$ cat src/rtl/regfile_wb_arbiter.sv
// Writeback arbiter for two requesters (ALU, load unit) with a registered RegFile write port and a pending-write scoreboard.
// Define REGFILE_WB_RR_ARB_EN for round-robin arbitration; otherwise the load unit (req1) always wins contention.
module regfile_wb_arbiter #(
    parameter int DATA_WIDTH = 32
) (
    input  logic                  clk,
    input  logic                  rst,
    input  logic                  reserve_valid,
    input  logic [4:0]            reserve_addr,
    output logic                  reserve_ready,
    input  logic                  req0_valid,
    input  logic [4:0]            req0_addr,
    input  logic [DATA_WIDTH-1:0] req0_data,
    output logic                  req0_ready,
    input  logic                  req1_valid,
    input  logic [4:0]            req1_addr,
    input  logic [DATA_WIDTH-1:0] req1_data,
    output logic                  req1_ready,
    output logic                  rf_we,
    output logic [4:0]            rf_wa,
    output logic [DATA_WIDTH-1:0] rf_wd,
    input  logic [4:0]            chk_ra1,
    input  logic [4:0]            chk_ra2,
    output logic                  hazard,
    output logic [31:0]           pending
);

    logic [31:0]           pending_q, pending_d;
    logic                  rf_we_q, rf_we_d;
    logic [4:0]            rf_wa_q, rf_wa_d;
    logic [DATA_WIDTH-1:0] rf_wd_q, rf_wd_d;
    logic                  grant0, grant1;
    logic [4:0]            acc_addr;
    logic [DATA_WIDTH-1:0] acc_data;
    logic                  clear_hit;

`ifdef REGFILE_WB_RR_ARB_EN
    // last1_q = 1 when req1 was granted most recently; reset value hands the first contention to req0
    logic last1_q, last1_d;

    always_comb begin
        grant0  = req0_valid && (!req1_valid || last1_q);
        grant1  = req1_valid && (!req0_valid || !last1_q);
        last1_d = last1_q;
        if (grant0) begin
            last1_d = 1'b0;
        end else if (grant1) begin
            last1_d = 1'b1;
        end
    end

    always_ff @(posedge clk or posedge rst) begin
        if (rst) begin
            last1_q <= 1'b1;
        end else begin
            last1_q <= last1_d;
        end
    end
`else
    always_comb begin
        grant1 = req1_valid;
        grant0 = req0_valid && !req1_valid;
    end
`endif

    assign req0_ready = grant0;
    assign req1_ready = grant1;

    always_comb begin
        acc_addr = grant1 ? req1_addr : req0_addr;
        acc_data = grant1 ? req1_data : req0_data;
    end

    // A register being committed this cycle cannot be re-reserved until its bit is visibly clear
    assign clear_hit     = rf_we_q && (rf_wa_q == reserve_addr);
    assign reserve_ready = reserve_valid &&
                           ((reserve_addr == 5'd0) || (!pending_q[reserve_addr] && !clear_hit));

    always_comb begin
        rf_we_d = 1'b0;
        rf_wa_d = rf_wa_q;
        rf_wd_d = rf_wd_q;
        if ((grant0 || grant1) && (acc_addr != 5'd0)) begin
            rf_we_d = 1'b1;
            rf_wa_d = acc_addr;
            rf_wd_d = acc_data;
        end
    end

    always_comb begin
        pending_d = pending_q;
        if (rf_we_q) begin
            pending_d[rf_wa_q] = 1'b0;
        end
        if (reserve_ready && (reserve_addr != 5'd0)) begin
            pending_d[reserve_addr] = 1'b1;
        end
        pending_d[0] = 1'b0;
    end

    always_ff @(posedge clk or posedge rst) begin
        if (rst) begin
            pending_q <= '0;
            rf_we_q   <= 1'b0;
            rf_wa_q   <= '0;
            rf_wd_q   <= '0;
        end else begin
            pending_q <= pending_d;
            rf_we_q   <= rf_we_d;
            rf_wa_q   <= rf_wa_d;
            rf_wd_q   <= rf_wd_d;
        end
    end

    assign hazard  = pending_q[chk_ra1] | pending_q[chk_ra2];
    assign pending = pending_q;
    assign rf_we   = rf_we_q;
    assign rf_wa   = rf_wa_q;
    assign rf_wd   = rf_wd_q;

endmodule

$ cat config.mk
export PLATFORM = sky130hd
export DESIGN_NAME = regfile_wb_arbiter
export DESIGN_NICKNAME = d
export VERILOG_FILES = /design/src/rtl/regfile_wb_arbiter.sv
export SDC_FILE = /design/constraint.sdc
export NUM_CORES = 1
export LEC_CHECK = 0
export CAP_MARGIN = 25
export CORE_MARGIN = 2
export CORE_UTILIZATION = 35
export CTS_CLUSTER_DIAMETER = 40
export DETAILED_ROUTE_END_ITERATION = 8
export HOLD_SLACK_MARGIN = 0.1
export PLACE_DENSITY_LB_ADDON = 0.08
export SYNTH_ARGS = -nofsm -noshare
export SYNTH_HDL_FRONTEND = slang
export SYNTH_SLANG_ARGS = --single-unit
$ cat constraint.sdc
create_clock -name clk -period 2.5 [get_ports clk]
set_input_delay 0.5 -clock clk [delete_from_list [all_inputs] [get_ports clk]]
set_output_delay 0.5 -clock clk [all_outputs]
set_load 0.005 [all_outputs]
==> out/results.tsv <==
stage	metric	value	unit
timing	finalCritPeriodShare	109	%
timing	slew_viol_final	0	
yosys	syn_nets	533	
power	leakagePower	0.00294	uW
cts	clock_sinks	69	
global_route	met2_usage	40.3	%
cts	clkTransAtPathRegs	0.06	ns
worst_setup_path	cp-end-kind	primary output	
yosys	ys.flop_type	dfrtp_1	
worst_setup_path	critical_path.startpoint_type	flip-flop	
drt	wirelength	15200	um
timing	skew	0.00733	ns
floorplan	ios	168	
global_route	grt_usage	24.0	%
floorplan	rows	39	
global_route	grt_first_pass_wirelength	24300	um
power	power.density	830	nW/um2
yosys	yosysTopAreaCell	dfrtp_1	
worst_setup_path	path_class	reg2out	
timing	tns	-0.280	ns
final_layout	insertedDiodeCount	0	
global_route	grt_max_degree	75	
timing	finalSetupViolations	2	
yosys	yosysSeqAreaShare	41.4	%
placed_design	port-buffer-count	166	
cts	cts_root_buf	clkbuf_16	
drt	drc	8	
drt	dr.first_iter.drc_count	212	
global_route	grt.met1_usage	28.4	%
timing	fmax	367	MHz
yosys	synth_commonest_cells	69 x dfrtp_1, 57 x mux2i_1, 52 x nor2_1	
global_route	busiest_layer	met2	
power	ir_worst_vdd	0.000368	V
cts	htreeDepth	3	
global_route	antenna_found_initial	0	
yosys	synth_area_per_cell	9.51	um2
status	status	finished with violations	
drt	vias_per_cell	5.48	
yosys	syn_area	4180	um2
drt	wl_per_cell	18.4	um
placed_design	gp_congestion	0.958	
yosys	netlist_instances	439	
timing	finalWorstSetupSlack	-0.224	ns
final_layout	fillers	996	
drt	first_pass_iters	7	
cts	cts_inserted_buffers	9	
global_route	met3_usage	8.03	%
floorplan	dieArea	12800	um2
yosys	yosysWarnings	0	
placed_design	dp.cells	800	
floorplan	die_x	113	um
cts	insertion_delay	0.34	ns
worst_setup_path	critPathMaxFanout	4	
global_route	grt_overflow	0	
final_layout	fin_cells	827	
yosys	synth_area_leaders	dfrtp_1 41%, mux2i_1 14%, o21ai_0 6.0%	
timing	hold_viol_final	0	
cts	cts.hold.buffers_added	0	
yosys	yosysMostFrequentCell	dfrtp_1	
final_layout	drive_above_1_share	23.0	%
final_layout	multi_input_area	2340	um2
final_layout	seq_area	1730	um2
floorplan	core	11500	um2
status	violations	design-rule violations, negative setup slack	
placed_design	dp_hpwl	11600	um
drt	drtAntennaViolNets	0	
final_layout	finalNetCount	773	
drt	vias	4530	
yosys	synth_cell_type_count	41	
floorplan	die_height	113	um
cts	clk_path_buf_depth	2	
hold_path	worstHoldPathType	in2async	
yosys	synth_edf_count	0	
global_route	grt_pass1_vias	4779	
worst_setup_path	crit_arrival	2.22	ns
yosys	synth_top_area_share	41.4	%
yosys	async_reset_ff_share	100	%
worst_setup_path	crit_required	2.00	ns
cts	cts_tree	built	
timing	min_period	2.72	ns
run	maxCapViolations	0	
timing	rsz0062_at_grt	yes	
floorplan	start_util	36.3	%
yosys	synth_seq_cells	69	
final_layout	syn_to_final_growth	68.1	%
-- critical path: stages (launching register included) --
cell     delay [ns]
dfrtp_2        0.43
mux4_2         0.48
nand2_1        0.08
o21ai_1        0.06
a22o_1         0.20
or4_1          0.51
buf_2          0.14
-- metrics by stage --
step | instance area (um2) | worst slack (ns) | power [uW] | util [%] | hold WS (ns)
after floorplan | 4190 | 0.00704 | 2600 | - | 0.519
after global placement | 6570 | -0.937 | 4300 | 57.0 | 0.505
after detailed placement | 6570 | -0.949 | 4330 | 57.0 | 0.518
after CTS | 6990 | -0.183 | 5790 | 60.7 | 0.492
after global routing | 7020 | -0.301 | 6160 | 61.0 | 0.515
final | 7020 | -0.224 | 5820 | 61.0 | 0.483
-- state kept, by name (all words and copies together) (netlist names) --
signal,flops
rf_wa,5
rf_we,1
pending,31
rf_wd,32
-- report_power, final --
part           internal, uW  switching (uW)  leakage, uW
clock network           924             472     0.000163
registers              1440             292     0.000785
logic                  1630            1060      0.00199
-- path summary, 6_finish.rpt --
check                               to   startpoint  depth (start not counted)  slack [ns]
setup reg to reg           pending[26]  pending[17]                          7        0.28
hold reg to reg              rf_wd[15]    rf_wd[15]                          2        0.52
hold / removal               rf_wd[19]          rst                          2        0.48
max in group asynchronous  pending[17]          rst                          3        1.50
min in group clk             rf_wd[15]    rf_wd[15]                          2        0.52
setup / recovery                hazard  pending[17]                          6       -0.22
-- final cells by class --
cell class | count | share of cell area [%]
Clock buffer | 12 | 3.65
Clock inverter | 4 | 0.998
Inverter | 4 | 0.214
Multi-Input combinational cell | 330 | 33.3
Sequential cell | 69 | 24.6
Tap cell | 143 | 2.55
Timing Repair Buffer | 265 | 34.7
-- per-layer routing --
layer  vias up  share of wire (%)  wire [um]
li1       2119                  -          -
met1      2145                 39       5940
met2       229                 48       7350
met3        37                9.7       1480
met4         0                2.8        426
met5         -                  0          0
-- cell families after synthesis --
| group | share of synthesized area (%) |
|---|---|
| AOI/OAI and AO/OA | 17.4 |
| xor gates and xnor gates | 1.05 |
| buffers and inverters | 4.34 |
| DFF | 41.4 |
| muxes | 19.6 |
| other | 0.0898 |
| and+or+nand+nor | 16.2 |
-- layout by cell type, fill, tap and decap left out, types with 3 or more instances in the layout --
cell,Yosys,final
clkdlybuf4s50_1,0,148
buf_4,2,85
dfrtp_1,69,67
mux2i_1,57,57
nor2_1,52,52
o21ai_0,50,46
a21oi_1,41,39
nand2_1,19,19
o31ai_1,12,12
mux4_2,11,11
o41ai_1,11,11
nand3_1,11,10
nand3b_1,9,9
nor4_1,9,9
clkbuf_16,0,9
buf_6,2,9
buf_2,7,7
dlygate4sd2_1,0,7
nor3_1,5,5
or3b_2,6,4
xor2_1,4,4
buf_12,0,4
or4_1,3,3
nand4b_1,3,3
inv_1,4,3
clkbuf_2,0,3
-- repair_timing --
| action | CTS | global route |
|---|---|---|
| endpoints found under the hold margin | 0 | 0 |
| buffers inserted | 6 | 4 |
| gates cloned | 1 | 0 |
| gates resized for setup | 56 | 12 |
| setup endpoints to repair | 4 | 2 |
| pin swaps | 8 | 6 |
Note: power is estimated with default switching activity, not from simulation.
